===== config.mk =====
export PLATFORM = sky130hd
export DESIGN_NAME = jpeg_dequant_pipe_flat
export DESIGN_NICKNAME = d
export VERILOG_FILES = /design/src/rtl/jpeg_dequant_pipe_if.sv /design/src/rtl/jpeg_dequant_pipe.sv /design/src/flat_wrapper.sv
export SDC_FILE = /design/constraint.sdc
export NUM_CORES = 2
export LEC_CHECK = 0
export BUFFER_PORTS_ARGS = -buffer_cell sky130_fd_sc_hd__buf_2
export CAP_MARGIN = 20
export CORE_AREA = 4 4 581 583
export DETAILED_ROUTE_END_ITERATION = 6
export DIE_AREA = 0 0 585 587
export PLACE_DENSITY = 0.7
export SLEW_MARGIN = 25
export SYNTH_ARGS = -nofsm -noshare
export SYNTH_HDL_FRONTEND = slang
export SYNTH_SLANG_ARGS = --single-unit

===== constraint.sdc =====
create_clock -name clk_i -period 10.13 [get_ports clk_i]
set_input_delay 2.026 -clock clk_i [delete_from_list [all_inputs] [get_ports clk_i]]
set_output_delay 2.026 -clock clk_i [all_outputs]
set_load 0.005 [all_outputs]

===== src/rtl/jpeg_dequant_pipe_if.sv =====
// Handshake bundle for jpeg_dequant_pipe: DQT byte stream, coefficient input
// and valid/yumi output port.
interface jpeg_dequant_pipe_if #(
    parameter int DATA_W = 16,
    parameter int OUT_W  = 16,
    parameter int ID_W   = 32
);
    logic              cfg_valid_i;
    logic [7:0]        cfg_data_i;
    logic              cfg_last_i;
    logic              cfg_accept_o;
    logic              inport_valid_i;
    logic [DATA_W-1:0] inport_data_i;
    logic [5:0]        inport_idx_i;
    logic [ID_W-1:0]   inport_id_i;
    logic              inport_eob_i;
    logic              ready_o;
    logic              v_o;
    logic              yumi_i;
    logic [OUT_W-1:0]  outport_data_o;
    logic [5:0]        outport_idx_o;
    logic [ID_W-1:0]   outport_id_o;
    logic              outport_eob_o;

    modport slave (
        input  cfg_valid_i, cfg_data_i, cfg_last_i,
        input  inport_valid_i, inport_data_i, inport_idx_i, inport_id_i, inport_eob_i,
        input  yumi_i,
        output cfg_accept_o, ready_o, v_o,
        output outport_data_o, outport_idx_o, outport_id_o, outport_eob_o
    );

    modport master (
        output cfg_valid_i, cfg_data_i, cfg_last_i,
        output inport_valid_i, inport_data_i, inport_idx_i, inport_id_i, inport_eob_i,
        output yumi_i,
        input  cfg_accept_o, ready_o, v_o,
        input  outport_data_o, outport_idx_o, outport_id_o, outport_eob_o
    );
endinterface


===== src/rtl/jpeg_dequant_pipe.sv =====
// Dequantiser / de-zigzag stage: DQT parser into quant tables, 2-stage
// multiply-saturate pipeline, credit-controlled output FIFO with valid/yumi.
module jpeg_dequant_pipe #(
    parameter int DATA_W     = 16,
    parameter int OUT_W      = 16,
    parameter int ID_W       = 32,
    parameter int NUM_COMP   = 4,
    parameter int NUM_TABLES = 4,
    parameter int FIFO_DEPTH = 4
) (
    input  logic                                     clk_i,
    input  logic                                     rst_ni,
    input  logic                                     img_start_i,
    input  logic [NUM_COMP*$clog2(NUM_TABLES)-1:0]   img_dqt_table_i,
    output logic                                     cfg_err_o,
    jpeg_dequant_pipe_if.slave                       bus
);
    localparam int TSEL_W = $clog2(NUM_TABLES);
    localparam int COMP_W = $clog2(NUM_COMP);
    localparam int PTR_W  = $clog2(FIFO_DEPTH);
    localparam int CNT_W  = PTR_W + 1;
    localparam int PROD_W = DATA_W + 17;
    localparam logic signed [PROD_W-1:0] SAT_MAX = {{(PROD_W-OUT_W+1){1'b0}}, {(OUT_W-1){1'b1}}};
    localparam logic signed [PROD_W-1:0] SAT_MIN = {{(PROD_W-OUT_W+1){1'b1}}, {(OUT_W-1){1'b0}}};
    // Natural (row-major) position of each zigzag index.
    localparam logic [5:0] ZZ_NAT [64] = '{
        6'd0,  6'd1,  6'd8,  6'd16, 6'd9,  6'd2,  6'd3,  6'd10, 6'd17, 6'd24, 6'd32, 6'd25, 6'd18,
        6'd11, 6'd4,  6'd5,  6'd12, 6'd19, 6'd26, 6'd33, 6'd40, 6'd48, 6'd41, 6'd34, 6'd27, 6'd20,
        6'd13, 6'd6,  6'd7,  6'd14, 6'd21, 6'd28, 6'd35, 6'd42, 6'd49, 6'd56, 6'd57, 6'd50, 6'd43,
        6'd36, 6'd29, 6'd22, 6'd15, 6'd23, 6'd30, 6'd37, 6'd44, 6'd51, 6'd58, 6'd59, 6'd52, 6'd45,
        6'd38, 6'd31, 6'd39, 6'd46, 6'd53, 6'd60, 6'd61, 6'd54, 6'd47, 6'd55, 6'd62, 6'd63};

    typedef enum logic [1:0] {ST_HDR, ST_HI, ST_LO} cfg_state_e;
    typedef struct packed {
        logic [OUT_W-1:0] data;
        logic [5:0]       idx;
        logic [ID_W-1:0]  id;
        logic             eob;
    } fifo_ent_t;

    cfg_state_e         r_state, w_state_nx;
    logic               r_p16, r_bad, r_err;
    logic [TSEL_W-1:0]  r_tq;
    logic [5:0]         r_n;
    logic [7:0]         r_hi;
    logic               w_hdr_bad, w_tab_we, w_err_set;
    logic [15:0]        r_qtab [NUM_TABLES*64];
    logic [TSEL_W+5:0]  w_waddr, w_raddr;
    logic [COMP_W-1:0]  w_comp;
    logic [TSEL_W-1:0]  w_sel;

    assign w_hdr_bad = (bus.cfg_data_i[7:4] > 4'd1) ||
                       ({1'b0, bus.cfg_data_i[3:0]} >= 5'(NUM_TABLES));

    always_comb begin
        w_state_nx = r_state;
        w_tab_we   = 1'b0;
        w_err_set  = 1'b0;
        if (bus.cfg_valid_i) begin
            case (r_state)
                ST_HDR: begin
                    w_err_set  = w_hdr_bad;
                    w_state_nx = (bus.cfg_data_i[7:4] == 4'd1) ? ST_HI : ST_LO;
                end
                ST_HI:   w_state_nx = ST_LO;
                ST_LO: begin
                    w_tab_we   = !r_bad;
                    w_state_nx = (r_n == 6'd63) ? ST_HDR : (r_p16 ? ST_HI : ST_LO);
                end
                default: w_state_nx = ST_HDR;
            endcase
            // A segment may only end right after a table's 64th entry.
            if (bus.cfg_last_i) begin
                w_state_nx = ST_HDR;
                if (!(r_state == ST_LO && r_n == 6'd63)) w_err_set = 1'b1;
            end
        end
    end

    always_ff @(posedge clk_i or negedge rst_ni) begin
        if (!rst_ni) begin
            r_state <= ST_HDR;
            r_p16   <= 1'b0;
            r_bad   <= 1'b0;
            r_tq    <= '0;
            r_n     <= '0;
            r_hi    <= '0;
            r_err   <= 1'b0;
        end else begin
            r_state <= w_state_nx;
            r_err   <= (r_err & ~img_start_i) | w_err_set;
            if (bus.cfg_valid_i) begin
                case (r_state)
                    ST_HDR: begin
                        r_p16 <= (bus.cfg_data_i[7:4] == 4'd1);
                        r_tq  <= bus.cfg_data_i[TSEL_W-1:0];
                        r_bad <= w_hdr_bad;
                        r_n   <= '0;
                    end
                    ST_HI:   r_hi <= bus.cfg_data_i;
                    default: r_n  <= r_n + 6'd1;
                endcase
            end
        end
    end

    assign bus.cfg_accept_o = 1'b1;
    assign cfg_err_o        = r_err;

    assign w_comp  = bus.inport_id_i[ID_W-1 -: COMP_W];
    always_comb begin
        w_sel = '0;
        for (int unsigned c = 0; c < NUM_COMP; c++)
            if (w_comp == COMP_W'(c)) w_sel = img_dqt_table_i[c*TSEL_W +: TSEL_W];
    end
    assign w_waddr = {r_tq, r_n};
    assign w_raddr = {w_sel, bus.inport_idx_i};

    // Pipeline, credits and FIFO.
    logic                     r_s1_v, r_s1_eob, r_s2_v;
    logic signed [DATA_W-1:0] r_s1_data;
    logic [5:0]               r_s1_idx;
    logic [ID_W-1:0]          r_s1_id;
    logic [15:0]              r_s1_q;
    fifo_ent_t                r_s2;
    fifo_ent_t                r_fifo [FIFO_DEPTH];
    logic [PTR_W-1:0]         r_wptr, r_rptr;
    logic [CNT_W-1:0]         r_count;
    logic [CNT_W:0]           w_used;
    logic                     w_ready, w_accept, w_push, w_pop;
    logic signed [PROD_W-1:0] w_a, w_b, w_prod;
    logic [OUT_W-1:0]         w_sat;

    assign w_used   = {1'b0, r_count} + (CNT_W+1)'(r_s1_v) + (CNT_W+1)'(r_s2_v);
    assign w_ready  = !img_start_i && !w_tab_we && (w_used < (CNT_W+1)'(FIFO_DEPTH));
    assign w_accept = bus.inport_valid_i && w_ready;
    assign w_push   = r_s2_v && !img_start_i;
    assign w_pop    = bus.yumi_i && (r_count != '0);
    assign bus.ready_o = w_ready;

    always_ff @(posedge clk_i) begin
        if (w_tab_we) r_qtab[w_waddr] <= {r_p16 ? r_hi : 8'h00, bus.cfg_data_i};
        if (w_accept) r_s1_q <= r_qtab[w_raddr];
    end

    assign w_a    = PROD_W'(r_s1_data);
    assign w_b    = PROD_W'({1'b0, r_s1_q});
    assign w_prod = w_a * w_b;
    always_comb begin
        w_sat = w_prod[OUT_W-1:0];
        if (w_prod > SAT_MAX)      w_sat = SAT_MAX[OUT_W-1:0];
        else if (w_prod < SAT_MIN) w_sat = SAT_MIN[OUT_W-1:0];
    end

    always_ff @(posedge clk_i or negedge rst_ni) begin
        if (!rst_ni) begin
            r_s1_v    <= 1'b0;
            r_s1_data <= '0;
            r_s1_idx  <= '0;
            r_s1_id   <= '0;
            r_s1_eob  <= 1'b0;
            r_s2_v    <= 1'b0;
            r_s2      <= '0;
            r_wptr    <= '0;
            r_rptr    <= '0;
            r_count   <= '0;
            for (int unsigned i = 0; i < FIFO_DEPTH; i++) r_fifo[i] <= '0;
        end else begin
            r_s1_v <= w_accept;
            r_s2_v <= r_s1_v && !img_start_i;
            if (w_accept) begin
                r_s1_data <= bus.inport_data_i;
                r_s1_idx  <= bus.inport_idx_i;
                r_s1_id   <= bus.inport_id_i;
                r_s1_eob  <= bus.inport_eob_i;
            end
            if (r_s1_v) r_s2 <= '{data: w_sat, idx: ZZ_NAT[r_s1_idx], id: r_s1_id, eob: r_s1_eob};
            if (img_start_i) begin
                r_wptr  <= '0;
                r_rptr  <= '0;
                r_count <= '0;
            end else begin
                if (w_push) begin
                    r_fifo[r_wptr] <= r_s2;
                    r_wptr         <= r_wptr + PTR_W'(1);
                end
                if (w_pop) r_rptr <= r_rptr + PTR_W'(1);
                r_count <= r_count + CNT_W'(w_push) - CNT_W'(w_pop);
            end
        end
    end

    assign bus.v_o            = (r_count != '0);
    assign bus.outport_data_o = r_fifo[r_rptr].data;
    assign bus.outport_idx_o  = r_fifo[r_rptr].idx;
    assign bus.outport_id_o   = r_fifo[r_rptr].id;
    assign bus.outport_eob_o  = r_fifo[r_rptr].eob;
endmodule


===== src/flat_wrapper.sv =====
// flat-port wrapper written by rule: the top's interface ports become plain ports
module jpeg_dequant_pipe_flat 
#(
    parameter int DATA_W     = 16,
    parameter int OUT_W      = 16,
    parameter int ID_W       = 32,
    parameter int NUM_COMP   = 4,
    parameter int NUM_TABLES = 4,
    parameter int FIFO_DEPTH = 4
)
  (clk_i, rst_ni, img_start_i, img_dqt_table_i, cfg_err_o, bus_cfg_valid_i, bus_cfg_data_i, bus_cfg_last_i, bus_inport_valid_i, bus_inport_data_i, bus_inport_idx_i, bus_inport_id_i, bus_inport_eob_i, bus_yumi_i, bus_cfg_accept_o, bus_ready_o, bus_v_o, bus_outport_data_o, bus_outport_idx_o, bus_outport_id_o, bus_outport_eob_o);
  jpeg_dequant_pipe_if #(.DATA_W(DATA_W), .OUT_W(OUT_W), .ID_W(ID_W)) bus_i ();
  input  logic clk_i;
  input  logic rst_ni;
  input  logic img_start_i;
  input  logic [NUM_COMP*$clog2(NUM_TABLES)-1:0] img_dqt_table_i;
  output logic cfg_err_o;
  input wire logic [$bits(bus_i.cfg_valid_i)-1:0] bus_cfg_valid_i;
  input wire logic [$bits(bus_i.cfg_data_i)-1:0] bus_cfg_data_i;
  input wire logic [$bits(bus_i.cfg_last_i)-1:0] bus_cfg_last_i;
  input wire logic [$bits(bus_i.inport_valid_i)-1:0] bus_inport_valid_i;
  input wire logic [$bits(bus_i.inport_data_i)-1:0] bus_inport_data_i;
  input wire logic [$bits(bus_i.inport_idx_i)-1:0] bus_inport_idx_i;
  input wire logic [$bits(bus_i.inport_id_i)-1:0] bus_inport_id_i;
  input wire logic [$bits(bus_i.inport_eob_i)-1:0] bus_inport_eob_i;
  input wire logic [$bits(bus_i.yumi_i)-1:0] bus_yumi_i;
  output wire logic [$bits(bus_i.cfg_accept_o)-1:0] bus_cfg_accept_o;
  output wire logic [$bits(bus_i.ready_o)-1:0] bus_ready_o;
  output wire logic [$bits(bus_i.v_o)-1:0] bus_v_o;
  output wire logic [$bits(bus_i.outport_data_o)-1:0] bus_outport_data_o;
  output wire logic [$bits(bus_i.outport_idx_o)-1:0] bus_outport_idx_o;
  output wire logic [$bits(bus_i.outport_id_o)-1:0] bus_outport_id_o;
  output wire logic [$bits(bus_i.outport_eob_o)-1:0] bus_outport_eob_o;
  assign bus_i.cfg_valid_i = bus_cfg_valid_i;
  assign bus_i.cfg_data_i = bus_cfg_data_i;
  assign bus_i.cfg_last_i = bus_cfg_last_i;
  assign bus_i.inport_valid_i = bus_inport_valid_i;
  assign bus_i.inport_data_i = bus_inport_data_i;
  assign bus_i.inport_idx_i = bus_inport_idx_i;
  assign bus_i.inport_id_i = bus_inport_id_i;
  assign bus_i.inport_eob_i = bus_inport_eob_i;
  assign bus_i.yumi_i = bus_yumi_i;
  assign bus_cfg_accept_o = bus_i.cfg_accept_o;
  assign bus_ready_o = bus_i.ready_o;
  assign bus_v_o = bus_i.v_o;
  assign bus_outport_data_o = bus_i.outport_data_o;
  assign bus_outport_idx_o = bus_i.outport_idx_o;
  assign bus_outport_id_o = bus_i.outport_id_o;
  assign bus_outport_eob_o = bus_i.outport_eob_o;
  jpeg_dequant_pipe #(.DATA_W(DATA_W), .OUT_W(OUT_W), .ID_W(ID_W), .NUM_COMP(NUM_COMP), .NUM_TABLES(NUM_TABLES), .FIFO_DEPTH(FIFO_DEPTH)) u_core (.clk_i(clk_i), .rst_ni(rst_ni), .img_start_i(img_start_i), .img_dqt_table_i(img_dqt_table_i), .cfg_err_o(cfg_err_o), .bus(bus_i));
endmodule

==> flow_summary.ini <==
[run_status]
status = complete, no violations

[grt]
antenna_found_initial = 21
grt_pass1_vias = 89000
grt_usage_pct = 24.9
grt-ovfl-total = 0
grt_pass1_wl_um = 626000
grt_max_degree = 203

[logic_synthesis]
yosysWarnings = 0
synth_area_leaders = edfxtp_1 68%, mux4_2 18%, dfrtp_1 5.0%
ys_ff_latch = 4472
async_flop_share_pct = 8.05
synth_area_per_cell_um2 = 21.6
ys_seq_area_share_pct = 72.8
syn_inst = 8442
synthDominantCellAreaShare_pct = 67.9
synth_top_area_cell = edfxtp_1
synthesis.nets = 8860
synth_ff_type = edfxtp_1
netlist_area_mm2 = 0.182
ys_types = 71
synth-edff-count = 4112

[clock_network]
cts_made_buffers = 438
post-cts-setup-buffers = 0
clk_latency_ps = 980
cts_tree = done
clk_pin_slew_ps = 60
cts_resized = 0
cts_root_buf = clkbuf_16
postCtsHoldBufs = 0
cts.htree.levels = 5
clk_path_buf_depth = 4
cts.sinks = 4472

[timing]
tightestPinTransition_ps = 1050
period_share_pct = 79.3
rsz0062_at_grt = false
period_needed_ps = 8030
fin_skew_ps = 51.5
finalSetupViolations = 0
fmax_ghz = 0.125
relSlewSlack_pct = 29.5
slew_viol_final = 0
fin_setup_tns_ps = 0
hold_viol = 0

[placement]
dp.cells = 12800
post-dp-hpwl_um = 252000
gp_congestion = 0.863
port_buffers = 135
postPlaceCellArea_mm2 = 0.189

[power_and_ir_drop]
ir_drop_mv = 1.13
p_per_area_mw_per_mm2 = 281
combPwrFrac_pct = 35.1
p_sw_share_pct = 34.3
seqPwrFrac_pct = 36.8
switchingPower_mw = 19.6
p_leak_nw = 68.9
clkPwrFrac_pct = 28.1
intPower_mw = 37.5

[setup_path]
r2r_cells = 20
crit_required_ps = 10920
crit_fanout = 17
ff2ff_setup_slack_ps = 2100
start_kind = flop
timing.rr.end = u_core.r_s2[49]$_DFFE_PN0P_
worstPathArrival_ps = 8820
path_class = reg -> reg
r2r_start = u_core.r_s1_q[6]$_DFFE_PP_
endpoint_kind = flop

[die]
io-pin-count = 137
row_count = 212
die_h_um = 587
die_w_um = 585
core-area_mm2 = 0.333
dieArea_mm2 = 0.343
start_util_pct = 54.7

[worst_hold_path]
hold_end = u_core.r_s1_id[12]$_DFFE_PN0P_
worst_hold_path_type = reg -> reg
holdCritStartpoint = u_core.r_s1_id[12]$_DFFE_PN0P_
min_path_cells = 2

[flow_run]
maxCapViolCount = 0

[finish]
n_fill_cell = 22400
layout-drive-gt1-share_pct = 30.4
syn_to_final_growth_pct = 12.0
fin_cells = 13700
final_nets = 9314
final_area_mm2 = 0.204

[route]
dr.pass1.iters = 6
via_per_inst = 6.35
routed_wirelength_um = 422000
antenna_left = 0
drcViolationCount = 0
drt_iter0_markers = 10800
vias = 86800
wl_per_cell_um = 30.9
cells in the mapped netlist (50+ instances only):
master and n:
clkbuf_1 302, inv_1 264, and2_1 135, fa_1 195, nor2_1 309, dfrtp_1 360
edfxtp_1 4112, mux2_2 252, buf_1 84, a21oi_1 50, o21ai_0 68, ha_1 145
mux4_2 1419, nand2_1 382, buf_2 74
flip-flops by register name, indices dropped and copies added (netlist names), 6 cells and up:
register and count:
u_core.r_s1_id 32, u_core.r_s1_q 16, u_core.r_s1_idx 6, u_core.r_n 6
u_core.r_fifo 220, u_core.r_hi 8, u_core.r_s1_data 16, u_core.r_s2 55
u_core.r_qtab 4096
worst max-delay path, cell delays in order (launching register included):
cell	delay (ps)
edfxtp_1	930
nand2_1	180
fa_1	570
inv_1	50
fa_1	560
fa_1	450
fa_1	480
fa_1	500
inv_1	50
fa_1	550
inv_1	60
ha_1	400
a21oi_1	410
o21ai_1	230
a221o_1	380
a21oi_1	160
o311ai_1	140
a21oi_1	200
xor2_1	750
and4_1	640
o211ai_1	180
cell usage in the layout, fill, tap and decap left out, drive strengths merged, types with 9 or more instances in the layout:
| master | Yosys | final |
|---|---|---|
| a211oi | 9 | 9 |
| a21oi | 51 | 51 |
| and2 | 136 | 136 |
| buf | 163 | 475 |
| bufinv | 0 | 41 |
| clkbuf | 302 | 545 |
| clkinv | 2 | 195 |
| clkinvlp | 0 | 23 |
| dfrtp | 360 | 360 |
| diode | 0 | 14 |
| edfxtp | 4112 | 4112 |
| fa | 195 | 195 |
| ha | 145 | 145 |
| inv | 264 | 277 |
| mux2 | 252 | 252 |
| mux2i | 11 | 11 |
| mux4 | 1419 | 1419 |
| nand2 | 382 | 382 |
| nand2b | 18 | 18 |
| nand3 | 45 | 45 |
| nand4 | 10 | 10 |
| nor2 | 309 | 309 |
| nor2b | 19 | 19 |
| nor3 | 15 | 15 |
| o211ai | 28 | 28 |
| o21ai | 75 | 75 |
| or4 | 15 | 15 |
| xnor2 | 18 | 18 |
| xor2 | 10 | 10 |
power by group through the flow:
stage	sequential (mW)	clock, mW	combinational (mW)
global placement	21.4	0	20.0
detailed placement	21.4	0	19.9
finish	21.0	16.0	20.1
floorplan	21.1	0	14.5
CTS	21.0	16.3	20.1
global route	21.1	17.2	22.1
how the worst max path moves through the flow:
stage / from / endpoint / slack (ps) / cells after the start
floorplan: u_core.r_s1_data[1]$_DFFE_PN0P_ / u_core.r_s2[43]$_DFFE_PN0P_ / 3460 / 24
global placement: u_core.r_s1_q[7]$_DFFE_PP_ / u_core.r_s2[49]$_DFFE_PN0P_ / 2340 / 20
detailed placement: u_core.r_s1_q[9]$_DFFE_PP_ / u_core.r_s2[51]$_DFFE_PN0P_ / 2210 / 20
CTS: u_core.r_s1_q[6]$_DFFE_PP_ / u_core.r_s2[49]$_DFFE_PN0P_ / 2190 / 20
global route: u_core.r_s1_q[6]$_DFFE_PP_ / u_core.r_s2[49]$_DFFE_PN0P_ / 1610 / 20
finish: u_core.r_s1_q[6]$_DFFE_PP_ / u_core.r_s2[49]$_DFFE_PN0P_ / 2100 / 20
routing by layer:
metal	vias to the layer above	share of wire, %	global-route usage, %
met5	-	0.016	0
met4	10	3.4	7.88
met1	46700	40	36.4
li1	35400	-	-
met3	677	8.5	4.36
met2	4025	48	38.9
area by class of cell:
class	instances	area, µm²	area share, %
Multi-Input combinational cell	3239	46700	22.9
Clock buffer	541	11700	5.73
Antenna cell	14	35.0	0.0172
Timing Repair Buffer	479	3780	1.86
Tap cell	4387	5490	2.69
Sequential cell	4472	132000	65.0
Clock inverter	270	2540	1.25
Inverter	266	1000	0.491
stage by stage:
step | total power, mW | setup slack, ps | util [%] | hold WS (ps)
after floorplan | 35.6 | 3460 | - | 440
after global placement | 41.4 | 2340 | 56.9 | 453
after detailed placement | 41.3 | 2210 | 56.9 | 458
after CTS | 57.4 | 2190 | 61.2 | 474
after global routing | 60.4 | 1610 | 61.2 | 481
final | 57.1 | 2100 | 61.2 | 469
cell families (layout without fill, tap and decap cells):
kind of cell / Yosys count / after routing / synth area share (%)
AND/OR/NAND/NOR: 982 / 982 / 2.42
other: 1 / 15 / 0.00206
flip-flops: 4472 / 4472 / 72.8
buffers and inverters: 731 / 1556 / 1.57
adder cells (fa/ha/maj): 340 / 340 / 3.14
XOR/XNOR: 28 / 28 / 0.139
AO/OA/AOI/OAI: 206 / 206 / 0.707
multiplexers: 1682 / 1682 / 19.2
No activity file was read; power rests on OpenSTA's default activity.
